File: src/rtl/keypad_pkg.sv
// Shared types and constants for the keypad front end.
package keypad_pkg;

    typedef enum logic [1:0] {
        BLANK = 2'b00,
        SCAN  = 2'b01,
        HOLD  = 2'b10
    } scan_state_t;

    localparam int         BLANK_CYCLES = 3;
    localparam logic [3:0] ROW_INIT     = 4'b0001;

endpackage

File: src/rtl/sync2.sv
// Two-flop synchronizer for asynchronous inputs, parameterized width.
module sync2 #(
    parameter int W = 4
) (
    input  logic         clk,
    input  logic         rstn,
    input  logic [W-1:0] d,
    output logic [W-1:0] q
);

    logic [W-1:0] meta;

    always_ff @(posedge clk) begin
        if (!rstn) begin
            meta <= '0;
            q    <= '0;
        end else begin
            meta <= d;
            q    <= meta;
        end
    end

endmodule

File: src/rtl/keypad_scan_ctrl.sv
// Keypad row-scan sequencer with shared debounce timer.
// Optional KEYSCAN_DEBUG_EN adds debug_state and a row one-hot error flag.
module keypad_scan_ctrl
    import keypad_pkg::*;
#(
    parameter int SCAN_DIV  = 1024,
    parameter int DB_CYCLES = 100000
) (
    input  logic       clk,
    input  logic       rstn,
    input  logic [3:0] col_raw,
    output logic [3:0] row_drive,
    output logic [3:0] col,
    output logic [3:0] row,
    input  logic       dbreq,
    input  logic [3:0] active_col,
    output logic       dbhigh,
    output logic       dblow
`ifdef KEYSCAN_DEBUG_EN
    ,
    output logic [1:0] debug_state
`endif
);

    localparam int CW = $clog2(SCAN_DIV);
    localparam int DW = $clog2(DB_CYCLES + 1);

    localparam logic [CW-1:0] CNT_LAST   = CW'(SCAN_DIV - 1);
    localparam logic [CW-1:0] BLANK_LAST = CW'(BLANK_CYCLES - 1);
    localparam logic [DW-1:0] DB_LAST    = DW'(DB_CYCLES);

    scan_state_t   state;
    scan_state_t   state_n;
    logic [CW-1:0] cnt;
    logic [3:0]    col_s;
    logic          rotate;
    logic          cnt_inc;

    logic [DW-1:0] dbcnt;
    logic          level;
    logic          last_level;

    sync2 #(.W(4)) u_sync (
        .clk  (clk),
        .rstn (rstn),
        .d    (col_raw),
        .q    (col_s)
    );

    always_ff @(posedge clk) begin
        if (!rstn) begin
            state <= BLANK;
        end else begin
            state <= state_n;
        end
    end

    // Hold check wins over rotation so a key seen on the last scan cycle
    // keeps its row.
    always_comb begin
        state_n = state;
        rotate  = 1'b0;
        cnt_inc = 1'b0;
        unique case (state)
            BLANK: begin
                cnt_inc = 1'b1;
                if (cnt == BLANK_LAST) begin
                    state_n = SCAN;
                end
            end
            SCAN: begin
                if (col_s != 4'd0 || dbreq) begin
                    state_n = HOLD;
                end else if (cnt == CNT_LAST) begin
                    rotate  = 1'b1;
                    state_n = BLANK;
                end else begin
                    cnt_inc = 1'b1;
                end
            end
            HOLD: begin
                if (!dbreq && col_s == 4'd0) begin
                    rotate  = 1'b1;
                    state_n = BLANK;
                end
            end
            default: begin
                state_n = BLANK;
            end
        endcase
    end

    always_comb begin
        col = col_s;
        if (state == BLANK) begin
            col = 4'd0;
        end
        row = row_drive;
    end

    always_ff @(posedge clk) begin
        if (!rstn) begin
            row_drive <= ROW_INIT;
            cnt       <= '0;
        end else if (rotate) begin
            row_drive <= {row_drive[2:0], row_drive[3]};
            cnt       <= '0;
        end else if (cnt_inc) begin
            cnt <= cnt + 1'b1;
        end
    end

    assign level = |(col_s & active_col);

    // The verdict sample also opens the next window, so verdicts
    // repeat every DB_CYCLES while the level holds.
    always_ff @(posedge clk) begin
        if (!rstn) begin
            dbcnt      <= '0;
            last_level <= 1'b0;
            dbhigh     <= 1'b0;
            dblow      <= 1'b0;
        end else begin
            last_level <= level;
            dbhigh     <= 1'b0;
            dblow      <= 1'b0;
            if (!dbreq) begin
                dbcnt <= '0;
            end else if (dbcnt == DB_LAST) begin
                dbcnt  <= DW'(1);
                dbhigh <= last_level;
                dblow  <= !last_level;
            end else if (level != last_level) begin
                dbcnt <= DW'(1);
            end else begin
                dbcnt <= dbcnt + 1'b1;
            end
        end
    end

`ifdef KEYSCAN_DEBUG_EN
    logic row_onehot_err;
    logic row_bad;

    assign debug_state = state;
    assign row_bad = (row_drive == 4'd0) ||
                     ((row_drive & (row_drive - 4'd1)) != 4'd0);

    always_ff @(posedge clk) begin
        if (!rstn) begin
            row_onehot_err <= 1'b0;
        end else if (row_bad) begin
            row_onehot_err <= 1'b1;
        end
    end
`endif

endmodule

File: config.mk
export PLATFORM = sky130hd
export DESIGN_NAME = keypad_scan_ctrl
export DESIGN_NICKNAME = d
export VERILOG_FILES = /design/src/rtl/keypad_pkg.sv /design/src/rtl/sync2.sv /design/src/rtl/keypad_scan_ctrl.sv
export SDC_FILE = /design/constraint.sdc
export NUM_CORES = 1
export LEC_CHECK = 0
export CAP_MARGIN = 25
export CORE_UTILIZATION = 45
export CTS_BUF_LIST = sky130_fd_sc_hd__clkbuf_4 sky130_fd_sc_hd__clkbuf_8 sky130_fd_sc_hd__clkbuf_16
export DETAILED_ROUTE_END_ITERATION = 16
export PLACE_DENSITY = 0.77
export SYNTH_ARGS = -nofsm -noshare
export SYNTH_HDL_FRONTEND = slang
export SYNTH_SLANG_ARGS = --single-unit
export TNS_END_PERCENT = 1
File: constraint.sdc
create_clock -name clk -period 1.7 [get_ports clk]
set_input_delay 0.255 -clock clk [delete_from_list [all_inputs] [get_ports clk]]
set_output_delay 0.255 -clock clk [all_outputs]
set_load 0.01 [all_outputs]
### Word-level counts from Yosys, hierarchy flattened

Index checks and enable logic that the tools add are counted.

| operators by class | value |
|---|---|
| eq/ne operators | 9 |
| add/subtract/negate cells | 2 |
| bitwise gates (word level) | 3 |
| reduce and logical (&&, ||, !) cells | 13 |
| mux-type cells | 15 |

Operator list:

| cell | number |
|---|---|
| adder 17 x 1 -> 17 bit, second input constant | 1 |
| == test 17 bit, second input constant | 1 |
| adder 10 x 1 -> 10 bit, second input constant | 1 |
| == test 10 bit, second input constant | 1 |
| == test 10 x 2 -> 1 bit, second input constant | 1 |
| 2-to-1 mux 2 bit | 4 |
| OR reduction 4 bit | 2 |
| 2-to-1 mux 1 bit | 7 |
| one-hot mux 2 bit (3 select lines) | 1 |
| AND reduction 3 bit | 2 |
| bitwise AND 4 bit | 1 |
| zero test 4 bit | 1 |
| 2-to-1 mux 4 bit | 1 |
| != test 2 bit, second input constant | 2 |
| one-hot mux 1 bit (2 select lines) | 2 |
| nonzero test 4 bit | 1 |
| != test 3 bit, second input constant | 1 |
| == test 2 x 1 -> 1 bit, second input constant | 1 |
| == test 2 bit, second input constant | 1 |
| zero test 1 bit | 2 |
| zero test 2 bit | 1 |
| NOT 1 bit | 2 |
| AND reduction 2 bit | 1 |
| OR reduction 2 bit | 1 |
| 3 further kinds | 3 |

| storage, ports and cells | value |
|---|---|
| logic and storage cells | 52 |
| register bits after elaboration | 44 |
| input bits | 11 |

### Depth between registers and ports, before layout

| depth | value |
|---|---|
| word-level depth | 5 |
| depth in mapped cells | 9 |
| mapped depth without buffers | 7 |

### Cells and area by module

A second synthesis with hierarchy kept.

| second synthesis, totals | value |
|---|---|
| cells, all modules | 226 |
| area total of the unflattened synthesis | 1995.7 um^2 |

Modules (own cells, without submodules):

| module | area each (um^2) | instances | seq. area each (um^2) | cells each |
|---|---|---|---|---|
| keypad_scan_ctrl | 1785.5 | 1 | 720.7 | 210 |
| sync2 | 210.2 | 1 | 160.2 | 16 |

### Least setup slack after synthesis

OpenSTA, ideal clock, no wires.

| timing path | value |
|---|---|
| path type | reg-to-reg |
| from | register cnt[1] |
| to | register cnt[1] |
| stages on the path, launching flop included | 9 |
| path buffers | 2 |
| required time | 1.573 ns |
| path slack | 0.006 ns |
| period minus slack after synthesis | 1.694 ns |
| data arrival time | 1.566 ns |
| path through | dfxtp_1 ha_1 nand3_1 o31ai_1 and3_1 buf_2 nand2b_1 buf_4 a211oi_1 |

| on the way | value |
|---|---|
| word-level cells in the longest chain between the ends | 5 |
| elaborated cells between the ends (all ways) | 9 |
| classes of those cells | add/sub (1); eq/ne (1); mux (6); reduce/logical (1) |

RTL lines:

| what | line | RTL |
|---|---|---|
| from (decl) | keypad_scan_ctrl.sv:34 | `logic [CW-1:0] cnt;` |
| from (signal assigned) | keypad_scan_ctrl.sv:109 | `cnt <= cnt + 1'b1;` |
| == test 10 bit | keypad_scan_ctrl.sv:74 | `end else if (cnt == CNT_LAST) begin` |
| 2-to-1 mux 1 bit | keypad_scan_ctrl.sv:74 |  |
| 2-to-1 mux 1 bit | keypad_scan_ctrl.sv:72 | `if (col_s != 4'd0 \|\| dbreq) begin` |
| one-hot mux 1 bit (2 select lines) | keypad_scan_ctrl.sv:64 | `unique case (state)` |
| OR reduction 2 bit (no source line) | -- |  |

Parallel ways exist; a longest one is shown, timed or not.
A chain may end at the register's enable or synchronous reset.

### Final worst setup path

| timing path | value |
|---|---|
| from | register u_sync.q[2] |
| to | register cnt[7] |

| on the way | value |
|---|---|
| word-level cells in the longest chain between the ends | 5 |
| elaborated cells between the ends (all ways) | 10 |
| classes of those cells | mux (5); reduce/logical (5) |

RTL lines:

| what | line | RTL |
|---|---|---|
| from (decl) | sync2.sv:8 | `output logic [W-1:0] q` |
| from (signal assigned) | sync2.sv:19 | `q <= meta;` |
| zero test 4 bit or nonzero test 4 bit (tied branches) | keypad_scan_ctrl.sv:82, keypad_scan_ctrl.sv:72 |  |
| logical AND 1 bit or logical OR 1 bit (tied branches) | keypad_scan_ctrl.sv:82, keypad_scan_ctrl.sv:72 |  |
| 2-to-1 mux 1 bit (on tied branches) | keypad_scan_ctrl.sv:82, keypad_scan_ctrl.sv:72 |  |
| one-hot mux 1 bit (2 select lines) | keypad_scan_ctrl.sv:64 |  |
| OR reduction 2 bit (no source line) | -- |  |

Parallel ways exist; a longest one is shown, timed or not.

==> results.cfg <==
[critical_path]
crit_required_ns = 1.93
critical-path-max-stage-delay_ns = 0.51
cp_slowest_cell = or4_4
reg2reg_depth = 5
crit_arrival_ns = 1.92
ff2ff_setup_slack_ns = 0.007
timing.rr.end = cnt[7]
crit_path_start_kind = register
worstPathCellList = nor2_4 > nor4b_4 > a31oi_4 > or4_4 > a21oi_2
crit_path_max_fanout = 8
criticalPathCategory = register to register
r2r-start = u_sync.q[2]
endpoint_kind = register

[finish]
multiInputGateArea_mm2 = 0.00118
drive_gt1_share_pct = 23.6
antennaDiodeCount = 0
fin_nets = 297
seqCellArea_um2 = 891
fillers = 342
syn_to_final_growth_pct = 34.5
fin_util_pct = 63.4

[timing]
setup_violations = 0
finalCriticalPeriod_ns = 1.69
period_share_pct = 99.6
fmax_mhz = 591
tightestPinTransition_ns = 0.361
maxSlewViolCount = 0
finalHoldViolations = 0
skew_ns = 0.00443
max_slew_margin_pct = 75.7
worst_slack_ns = 0.00663
rsz0062_at_grt = true

[synth]
synthAdderAreaFrac_pct = 4.27
synth_top_family_by_area = simple AND/OR/NAND/NOR gates
synth_area_mm2 = 0.00205
synth_xor_area_share_pct = 7.26
yosysSeqAreaShare_pct = 42.9
synthSimpleGateAreaFrac_pct = 27.7
syn-num-nets = 244
ys_warn_count = 0
synth.largest_area_cell = dfxtp_1
synth_compound_area_share_pct = 10.8
syn_avg_cell_area_um2 = 9.08
synth-edff-count = 0
synth_mux_area_share_pct = 1.95
async_flop_share_pct = 0
ys_ff_latch = 44
synth_ff_type = dfxtp_1
postSynthCellCount = 226
ys_types = 44
synth_top_area_share_pct = 42.9
synth.area.top_cells = dfxtp_1 43%, xnor2_1 5.5%, ha_1 4.3%, nor2_1 4.2%, and2_1 3.0%

[min_path]
min_from = u_sync.meta[0]
min_path_type = register to register
hold_path_depth = 1
min_to = u_sync.q[0]

[floorplan]
core_region_area_mm2 = 0.00435
die_area_mm2 = 0.00483
die_y_um = 69.5
start_util_pct = 47.1
num_io_pins = 25
fp.dieW_um = 69.5
rows = 24

[global_routing]
grt_pass1_vias = 1632
antenna_found_initial = 0
grt_pass1_wl_um = 6760
track_usage_pct = 17.3
overflow = 0
grt_start_max_net_pins = 17

[pwr]
peakVddDrop_v = 0.000762
p_per_area_mw_per_mm2 = 935
p_int_w = 0.00183
p_leak_nw = 0.986
swShare_pct = 29.2
power_switching_w = 0.000753
p_clk_share_pct = 26.5
power.share.sequential_pct = 44.4
comb_power_share_pct = 29.2

[clock_network]
cts_tree = done
clk_latency_ns = 0.29
clk_pin_slew_ns = 0.08
cts_hold_buf = 0
cts_buffer_depth = 2
numCtsBuffers = 5
h-tree-depth = 2
cts-root-buf = clkbuf_8
clock-sinks = 44

[placement]
port-buffer-count = 24
dp_hpwl_um = 3020
routabilityCongestion = 0.892
preCtsSetupSlack_ns = -0.333

[detailed_routing]
first_pass_iters = 4
detailroute.via_count = 1746
wirelength_um = 4360
avgRoutedWirePerCell_um = 13.1
drcViolationCount = 0
ant_nets = 0
drtIter0Drc = 87
via_per_inst = 5.26

[flow_run]
cap_violations = 0

[status]
status = finished, final reports clean
[routing by layer]
metal | track usage [%] | part of all wire, % | wire length (um) | vias to the layer above
li1 | - | - | - | 893
met4 | 6.12 | 2.3 | 102 | 0
met5 | 0 | 0 | 0 | -
met3 | 3.49 | 2.5 | 108 | 8
met2 | 31.7 | 52 | 2270 | 29
met1 | 19.6 | 43 | 1890 | 816
[state kept, by name, summed over array words and instances (netlist names)]
signal,count
cnt,10
row,4
u_sync.meta,4
dbcnt,17
state,2
last_level,1
dblow,1
u_sync.q,4
dbhigh,1
[power by group through the flow]
stage / Clock, W / Sequential [W] / Combinational [W]
after floorplan: 0 / 0.00116 / 0.000335
after global placement: 0 / 0.00115 / 0.000584
after detailed placement: 0 / 0.00115 / 0.000606
after CTS: 0.000703 / 0.00113 / 0.000634
after global routing: 0.000743 / 0.00116 / 0.000810
final: 0.000684 / 0.00115 / 0.000753
[cell type report]
class | count | area share, %
well taps | 52 | 2.36
multi-input cells | 160 | 42.7
clock buffers | 7 | 3.26
repair buffers | 54 | 17.2
flip-flops and latches | 44 | 32.3
clock inverters | 1 | 0.272
inverters | 14 | 1.90
[kinds of logic (layout without fill, tap and decap cells)]
family / Yosys count / after routing
xor+xnor: 17 / 17
buf+inv: 22 / 76
flops: 44 / 44
simple gates: 100 / 100
compound gates: 32 / 32
fa+ha+maj: 7 / 7
mux: 4 / 4
[cells in the mapped netlist, types with 4 or more instances]
library cell  instances
ha_1                  7
xor2_1                4
nand4_1               6
o21ai_0               8
mux2i_1               4
inv_1                14
nor3_1                7
nor4_1                5
buf_4                 5
xnor2_1              13
nand3_1              10
and2_1               10
or3_1                 5
nor2_1               23
nor2b_1               7
dfxtp_1              44
o31ai_1               4
a21oi_1               7
nand2_1              13
[how the worst max path moves through the flow]
stage                     cells after the start  slack, ns     end   startpoint
after floorplan                               8      0.006  cnt[1]       cnt[1]
after global placement                        6      -0.29  cnt[7]        dbreq
after detailed placement                      6      -0.33  cnt[7]        dbreq
after CTS                                     6      -0.03  cnt[7]        dbreq
after global routing                          6      -0.09  cnt[5]       cnt[6]
final                                         5      0.007  cnt[7]  u_sync.q[2]
[through the flow]
stage	instance area, um^2	hold WS (ns)	power, W	TNS [ns]	instances
final	2760	0.440	0.00258	0	332
after global routing	2760	0.464	0.00271	-0.437	332
after CTS	2620	0.442	0.00246	-0.0332	329
after detailed placement	2510	0.424	0.00176	-3.43	321
after global placement	2510	0.416	0.00173	-2.44	321
after floorplan	2050	0.377	0.00149	0	226
[worst max-delay path: cells and delay by family (launching register included)]
family / cells / cell delay [ns]
simple gates: 3 / 0.94
compound gates: 2 / 0.34
flops: 1 / 0.35
[cell usage in the layout, fill, tap and decap left out, types with 2 or more instances in the layout]
master,instances
a21oi_1,7
a22oi_1,2
a31oi_1,2
and2_1,10
and4_1,2
buf_4,27
buf_6,3
clkbuf_8,6
clkdlybuf4s50_1,19
dfxtp_1,36
dfxtp_2,8
dlygate4sd2_1,3
ha_1,4
ha_4,2
inv_1,12
inv_2,2
mux2i_1,4
nand2_1,13
nand3_1,8
nand4_1,6
nor2_1,23
nor2b_1,7
nor3_1,6
nor4_1,4
nor4b_4,2
o21ai_0,7
o31ai_1,3
or3_1,5
xnor2_1,13
xor2_1,4
[what timing repair did]
action,4_1_cts,5_1_grt
resized for setup,8,31
setup buffers,0,3
pin swaps,1,8
endpoints found under the setup margin,9,16
Note: power is estimated with default switching activity, not from simulation.
